### config.mk
export PLATFORM = sky130hd
export DESIGN_NAME = seq_cla_adder_flat
export DESIGN_NICKNAME = d
export VERILOG_FILES = /design/src/rtl/seq_cla_adder_if.sv /design/src/rtl/seq_cla_adder.sv /design/src/flat_wrapper.sv
export SDC_FILE = /design/constraint.sdc
export NUM_CORES = 1
export LEC_CHECK = 0
export BUFFER_PORTS_ARGS = -buffer_cell sky130_fd_sc_hd__buf_2
export CAP_MARGIN = 20
export CELL_PAD_IN_SITES_DETAIL_PLACEMENT = 0
export CELL_PAD_IN_SITES_GLOBAL_PLACEMENT = 1
export CORE_MARGIN = 3
export CORE_UTILIZATION = 42
export DETAILED_ROUTE_END_ITERATION = 10
export GPL_ROUTABILITY_DRIVEN = 1
export GPL_TIMING_DRIVEN = 0
export PLACE_DENSITY_LB_ADDON = 0.1
export SLEW_MARGIN = 20
export SYNTH_ARGS = -nofsm -noshare
export SYNTH_HDL_FRONTEND = slang
export SYNTH_HIERARCHICAL = 1
export SYNTH_SLANG_ARGS = --single-unit
### constraint.sdc
create_clock -name clk -period 7.3 [get_ports clk]
set_input_delay 0 -clock clk [delete_from_list [all_inputs] [get_ports clk]]
set_output_delay 0 -clock clk [all_outputs]
set_load 0.02 [all_outputs]
### src/rtl/seq_cla_adder_if.sv
// Operand/result bundle for seq_cla_adder.
// Optional sub line exists only with SEQ_CLA_SUB_EN.
interface seq_cla_adder_if #(
  parameter int WIDTH = 16
);
  logic             start;
  logic [WIDTH-1:0] in1;
  logic [WIDTH-1:0] in2;
  logic             c_in;
`ifdef SEQ_CLA_SUB_EN
  logic             sub;
`endif
  logic             busy;
  logic             done;
  logic [WIDTH-1:0] sum;
  logic             c_out;

  modport master (
`ifdef SEQ_CLA_SUB_EN
    output sub,
`endif
    output start, in1, in2, c_in,
    input  busy, done, sum, c_out
  );

  modport slave (
`ifdef SEQ_CLA_SUB_EN
    input  sub,
`endif
    input  start, in1, in2, c_in,
    output busy, done, sum, c_out
  );
endinterface

### src/rtl/seq_cla_adder.sv
// Nibble-serial WIDTH-bit adder around one CLA_4bit slice.
// Ports: clk, rst (sync, high), bus (slave): start/in1/in2/c_in[/sub] in,
// busy/done/sum/c_out out. Macro SEQ_CLA_SUB_EN adds subtract mode.
module CLA_4bit (
  input  logic [3:0] in1,
  input  logic [3:0] in2,
  input  logic       c_in,
  output logic [3:0] sum,
  output logic [4:1] carry
);
  logic [3:0] g;
  logic [3:0] p;

  assign g = in1 & in2;
  assign p = in1 ^ in2;

  assign carry[1] = g[0] | (p[0] & c_in);
  assign carry[2] = g[1] | (p[1] & g[0])
                  | (p[1] & p[0] & c_in);
  assign carry[3] = g[2] | (p[2] & g[1])
                  | (p[2] & p[1] & g[0])
                  | (p[2] & p[1] & p[0] & c_in);
  assign carry[4] = g[3] | (p[3] & g[2])
                  | (p[3] & p[2] & g[1])
                  | (p[3] & p[2] & p[1] & g[0])
                  | (p[3] & p[2] & p[1] & p[0] & c_in);

  assign sum = p ^ {carry[3:1], c_in};
endmodule

module seq_cla_adder #(
  parameter int WIDTH = 16
) (
  input  logic            clk,
  input  logic            rst,
  seq_cla_adder_if.slave  bus
);
  localparam int N  = WIDTH / 4;
  localparam int CW = (N > 1) ? $clog2(N) : 1;

  typedef enum logic [1:0] {
    IDLE = 2'd0,
    RUN  = 2'd1,
    DONE = 2'd2
  } state_e;

  state_e           state_q, state_d;
  logic [WIDTH-1:0] a_q, a_d;
  logic [WIDTH-1:0] b_q, b_d;
  logic [WIDTH-1:0] sum_q, sum_d;
  logic [CW-1:0]    cnt_q, cnt_d;
  logic             cy_q, cy_d;
  logic             cout_q, cout_d;

  logic [3:0] nib_a;
  logic [3:0] nib_b;
  logic [3:0] nib_s;
  wire        c4;
  wire [3:1]  unused_carry;

  assign nib_a = a_q[{cnt_q, 2'b00} +: 4];
  assign nib_b = b_q[{cnt_q, 2'b00} +: 4];

  CLA_4bit u_cla (
    .in1   (nib_a),
    .in2   (nib_b),
    .c_in  (cy_q),
    .sum   (nib_s),
    .carry ({c4, unused_carry})
  );

  always_ff @(posedge clk) begin
    if (rst) begin
      state_q <= IDLE;
      a_q     <= '0;
      b_q     <= '0;
      sum_q   <= '0;
      cnt_q   <= '0;
      cy_q    <= 1'b0;
      cout_q  <= 1'b0;
    end else begin
      state_q <= state_d;
      a_q     <= a_d;
      b_q     <= b_d;
      sum_q   <= sum_d;
      cnt_q   <= cnt_d;
      cy_q    <= cy_d;
      cout_q  <= cout_d;
    end
  end

  always_comb begin
    state_d = state_q;
    a_d     = a_q;
    b_d     = b_q;
    sum_d   = sum_q;
    cnt_d   = cnt_q;
    cy_d    = cy_q;
    cout_d  = cout_q;
    unique case (state_q)
      IDLE: begin
        if (bus.start) begin
          a_d = bus.in1;
`ifdef SEQ_CLA_SUB_EN
          // Two's complement: invert B, force carry-in.
          b_d  = bus.sub ? ~bus.in2 : bus.in2;
          cy_d = bus.sub ? 1'b1 : bus.c_in;
`else
          b_d  = bus.in2;
          cy_d = bus.c_in;
`endif
          cnt_d   = '0;
          state_d = RUN;
        end
      end
      RUN: begin
        for (int i = 0; i < N; i++) begin
          if (cnt_q == CW'(i)) sum_d[4*i +: 4] = nib_s;
        end
        cy_d  = c4;
        cnt_d = cnt_q + CW'(1);
        if (cnt_q == CW'(N - 1)) begin
          cout_d  = c4;
          state_d = DONE;
        end
      end
      DONE: state_d = IDLE;
      default: state_d = IDLE;
    endcase
  end

  assign bus.busy  = (state_q == RUN);
  assign bus.done  = (state_q == DONE);
  assign bus.sum   = sum_q;
  assign bus.c_out = cout_q;
endmodule

### src/flat_wrapper.sv
// flat-port wrapper written by rule: the top's interface ports become plain ports
module seq_cla_adder_flat 
#(
  parameter int WIDTH = 16
)
  (clk, rst, bus_start, bus_in1, bus_in2, bus_c_in, bus_busy, bus_done, bus_sum, bus_c_out);
  seq_cla_adder_if #(.WIDTH(WIDTH)) bus_i ();
  input  logic clk;
  input  logic rst;
  input wire logic [$bits(bus_i.start)-1:0] bus_start;
  input wire logic [$bits(bus_i.in1)-1:0] bus_in1;
  input wire logic [$bits(bus_i.in2)-1:0] bus_in2;
  input wire logic [$bits(bus_i.c_in)-1:0] bus_c_in;
  output wire logic [$bits(bus_i.busy)-1:0] bus_busy;
  output wire logic [$bits(bus_i.done)-1:0] bus_done;
  output wire logic [$bits(bus_i.sum)-1:0] bus_sum;
  output wire logic [$bits(bus_i.c_out)-1:0] bus_c_out;
  assign bus_i.start = bus_start;
  assign bus_i.in1 = bus_in1;
  assign bus_i.in2 = bus_in2;
  assign bus_i.c_in = bus_c_in;
  assign bus_busy = bus_i.busy;
  assign bus_done = bus_i.done;
  assign bus_sum = bus_i.sum;
  assign bus_c_out = bus_i.c_out;
  seq_cla_adder #(.WIDTH(WIDTH)) u_core (.clk(clk), .rst(rst), .bus(bus_i));
endmodule
==> results.md <==
* Commonest cells in the synthesized netlist: 83 x sky130_fd_sc_hd__nand2_1, 54 x sky130_fd_sc_hd__dfxtp_1, 52 x sky130_fd_sc_hd__a21oi_1, 17 x sky130_fd_sc_hd__nand3_1
* Max Slew Vio Count at 0
* Critical Path End Type: flip-flop
* Proportion of synthesized chip area in sequential cells at 45.9%
* Number of nets in the final layout at ~400
* Clock transition time at the flip-flop clock pins of the worst setup and hold paths at around 0.090 ns
* Post-layout minimum cycle time at 2.76 ns
* Highest attainable clock frequency at approximately 0.36 GHz
* Setup tns final at 0 ns
* Number of buffers added by the clock tree synthesis step at 5
* Complex-gate fraction of the synthesized area at 13.6%
* First-pass GRT wire length at 9.75 mm
* Number of levels in the clock H-tree at 2
* Final setup violation count at 0
* Setup crit start kind: flip-flop
* Number of gates resized after cts at 0
* Mean instance size in the synthesized netlist at 8.69 um^2
* Leak Pwr at between 1 and 1.5 nW
* Total of fill cells in the finished design at slightly above 500
* Unrepaired setup endpoints after global routing: false
* Proportion of synthesized area in mux cells at approximately 7.6%
* Number of enable flip-flop cells after synthesis at 0
* Async S/R FF share, synth at 0%
* Post-synth top area cell: sky130_fd_sc_hd__dfxtp_1
* Arrival time of the worst setup path at approximately 3.0 ns
* Root Buffer: sky130_fd_sc_hd__clkbuf_8
* Post-route total power at 0.000616 W
* Final Core Density at 59.8%
* Top-level port count at 55
* Post-detailed-route count of antenna-violating nets at 0
* Last weighted congestion value of the routability-driven placer at 0.854
* Hold Path Stages at 4
* Worst-margin pin slew at 0.568 ns
* Final clock skew at 0.00383 ns
* Area inside the core boundary at around 5300 um^2
* Height of the die at about 81 um
* HPWL after DPL at 3.97 mm
* Number of inserted diodes at 0
* Primary FF master, synth: sky130_fd_sc_hd__dfxtp_1
* Vias/cell at 4.93
* Data required time of the worst path at ~7.5 ns
* Row count at 26
* Outcome: finished, final reports clean
* Die area at between 6000 and 7000 um^2
* Combinational family with the most area after synthesis: simple AND/OR/NAND/NOR gates
* Post-CTS setup buffers at 0
* Startpoint of the lowest-slack register-to-register path: u_core/cnt_q[0]$_SDFFE_PP0P_
* Max-Cap Viols at 0
* Xor-xnor portion of the synthesized cell area at 1.12%
* Startpoint-to-endpoint class of the critical path: flip-flop to flip-flop
* Number of violations reported at the end of detailed-routing iteration 0 at 68
* Flop2flop setup slack at around 4.5 ns
* Cell area after synthesis at 2360 um^2
* Largest net degree at the start of global routing at 16
* Fin crit share at 37.8%
* FF-to-FF path depth at 8
* Area share of the largest cell type after synthesis at 45.9%
* Distinct cell type count of the synthesized netlist at 28
* Most frequent cell after synthesis: sky130_fd_sc_hd__nand2_1
* Length of the first detailed-routing pass in iterations at 4
* Quantity of I/O buffers inserted on ports at 53
* Number of global-route vias before repair at 1992
* Power density of the placed cells at approximately 200 nW/um^2
* Die span in x at 80.9 um
* Maximum clock insertion buffer count at 2
* Total of flip-flops plus latches after synthesis at 54
* Clk sinks at 54
* Launch instance of the worst min-delay path: bus_start
* Simple-gate portion of the synthesized area at 20.9%
* Final global-route overflow total at 0
* Cells taking the most area after synthesis: sky130_fd_sc_hd__dfxtp_1 46%, sky130_fd_sc_hd__nand2_1 13%, sky130_fd_sc_hd__a21oi_1 11%, sky130_fd_sc_hd__mux4_2 7.6%, sky130_fd_sc_hd__ha_1 4.2%
* Adder-cell share of the synthesized area at around 5%
* Endpoint of the worst-slack reg-to-reg timing path: u_core/bus.sum[7]$_SDFFE_PP0P_
* Layout Area Growth over Synthesis at 33.7%
* Initial antenna violation count at 0
* Drc violations at 0
* Starting utilization of the core area at 44.7%
* Via count at roughly 2100
* Drt total wl at 5.82 mm
* All-Layer GR Usage at 19.7%
* Average detailed-routed wire length per instance at 13.4 um
* Synthesized instance count at 271
* Headroom to the max-slew limit at 62.1%
* Critical-path maximum fanout at 10
* CTS tree: built
* Maximum ir drop on the vdd rail at 0.000111 V
* Hold/Removal Path Class: primary input to flip-flop
* Synthesized net count at approximately 320
* Worst-Skew Late Latency at 0.31 ns
* Hold Fails Final Rpt at 0
* Hold Path End: u_core/cnt_q[0]$_SDFFE_PP0P_
* Proportion of layout cells with a drive suffix above 1 at a little under a quarter
* Yosys warnings at 6
cells in the final DEF (no fill, tap or decap), drive strengths merged:
master | netlist | routed
o21ai | 2 | 2
nand3b | 4 | 4
fa | 1 | 1
a211oi | 1 | 1
nand3 | 17 | 17
xor2 | 2 | 2
or3 | 1 | 1
dfxtp | 54 | 54
nand2 | 83 | 83
mux4 | 8 | 8
nand2b | 1 | 1
o21ba | 1 | 1
a21o | 1 | 1
or3b | 1 | 1
o221a | 1 | 1
inv | 4 | 4
nor2b | 2 | 2
a21oi | 53 | 53
xnor2 | 1 | 1
ha | 8 | 8
nor2 | 5 | 5
dlygate4sd3 | 0 | 33
buf | 13 | 66
clkbuf | 6 | 14
nor3b | 1 | 1
critical path: stages (launching register included):
cell,delay (ns)
sky130_fd_sc_hd__dfxtp_1,0.37
sky130_fd_sc_hd__buf_2,0.32
sky130_fd_sc_hd__mux4_2,0.61
sky130_fd_sc_hd__ha_1,0.32
sky130_fd_sc_hd__a211oi_2,0.07
sky130_fd_sc_hd__o21ba_2,0.24
sky130_fd_sc_hd__xnor2_1,0.44
sky130_fd_sc_hd__nand3_1,0.15
sky130_fd_sc_hd__a21oi_1,0.16
worst max path at each step:
stage	from	end	slack, ns
2_1_floorplan	u_core/cnt_q[0]$_SDFFE_PP0P_	u_core/cy_q$_SDFFE_PP0P_	4.90
5_1_grt	u_core/cnt_q[0]$_SDFFE_PP0P_	u_core/bus.sum[15]$_SDFFE_PP0P_	4.35
3_5_place_dp	u_core/cnt_q[0]$_SDFFE_PP0P_	u_core/bus.sum[7]$_SDFFE_PP0P_	4.52
3_3_place_gp	u_core/cnt_q[0]$_SDFFE_PP0P_	u_core/bus.sum[7]$_SDFFE_PP0P_	4.56
4_1_cts	u_core/cnt_q[0]$_SDFFE_PP0P_	u_core/bus.sum[7]$_SDFFE_PP0P_	4.53
6_report	u_core/cnt_q[0]$_SDFFE_PP0P_	u_core/bus.sum[7]$_SDFFE_PP0P_	4.54
sequential cells by signal (all words and copies together), names as in the netlist:
signal,flops
u_core/a_q,16
u_core/b_q,16
u_core/bus.sum,16
u_core/cnt_q,2
u_core/state_q,2
u_core/bus.c_out,1
u_core/cy_q,1
what timing repair did:
action | CTS | global route
endpoints found under the setup margin | 0 | 0
hold buffers | 33 | 0
hold endpoints to repair | 33 | 0
power by group:
part,internal [W],total (W),switching [W]
clock network,0.0000959,0.000193,0.0000970
logic,0.0000499,0.000108,0.0000580
registers,0.000309,0.000316,0.00000679
cells by family (layout without fill, tap and decap cells):
| kind of cell | Yosys count | count (layout) |
|---|---|---|
| multiplexers | 8 | 8 |
| AO/OA/AOI/OAI | 59 | 59 |
| buffers and inverters | 23 | 117 |
| XOR/XNOR | 3 | 3 |
| flip-flops | 54 | 54 |
| adder cells (fa/ha/maj) | 9 | 9 |
| AND/OR/NAND/NOR | 115 | 115 |
stage by stage:
stage	cell area, um^2	hold WS (ns)	worst slack, ns	instances
5_1_grt	3150	0.0784	4.35	435
6_report	3150	0.0654	4.54	435
3_3_place_gp	2710	0.241	4.56	394
2_1_floorplan	2360	0.136	4.90	271
3_5_place_dp	2710	0.245	4.52	394
4_1_cts	3150	0.0736	4.53	435
final cells by class:
class	instances	area, um^2	share of cell area, %
multi-input cells	194	1140	36.2
flip-flops and latches	54	1080	34.3
repair buffers	86	596	18.9
plain buffers	19	121	3.85
clock buffers	8	110	3.50
well taps	70	87.6	2.78
inverters	4	15.0	0.477
layer usage:
metal | share of wire, % | wire [um] | global-route usage (%) | vias up
met2 | 46 | 2700 | 32.6 | 45
met5 | 0 | 0 | 0 | -
met3 | 5.0 | 292 | 4.43 | 6
li1 | - | - | - | 1096
met4 | 1.1 | 65 | 5.57 | 0
met1 | 47 | 2760 | 25.9 | 997
Power figures use the tool's default switching activity.
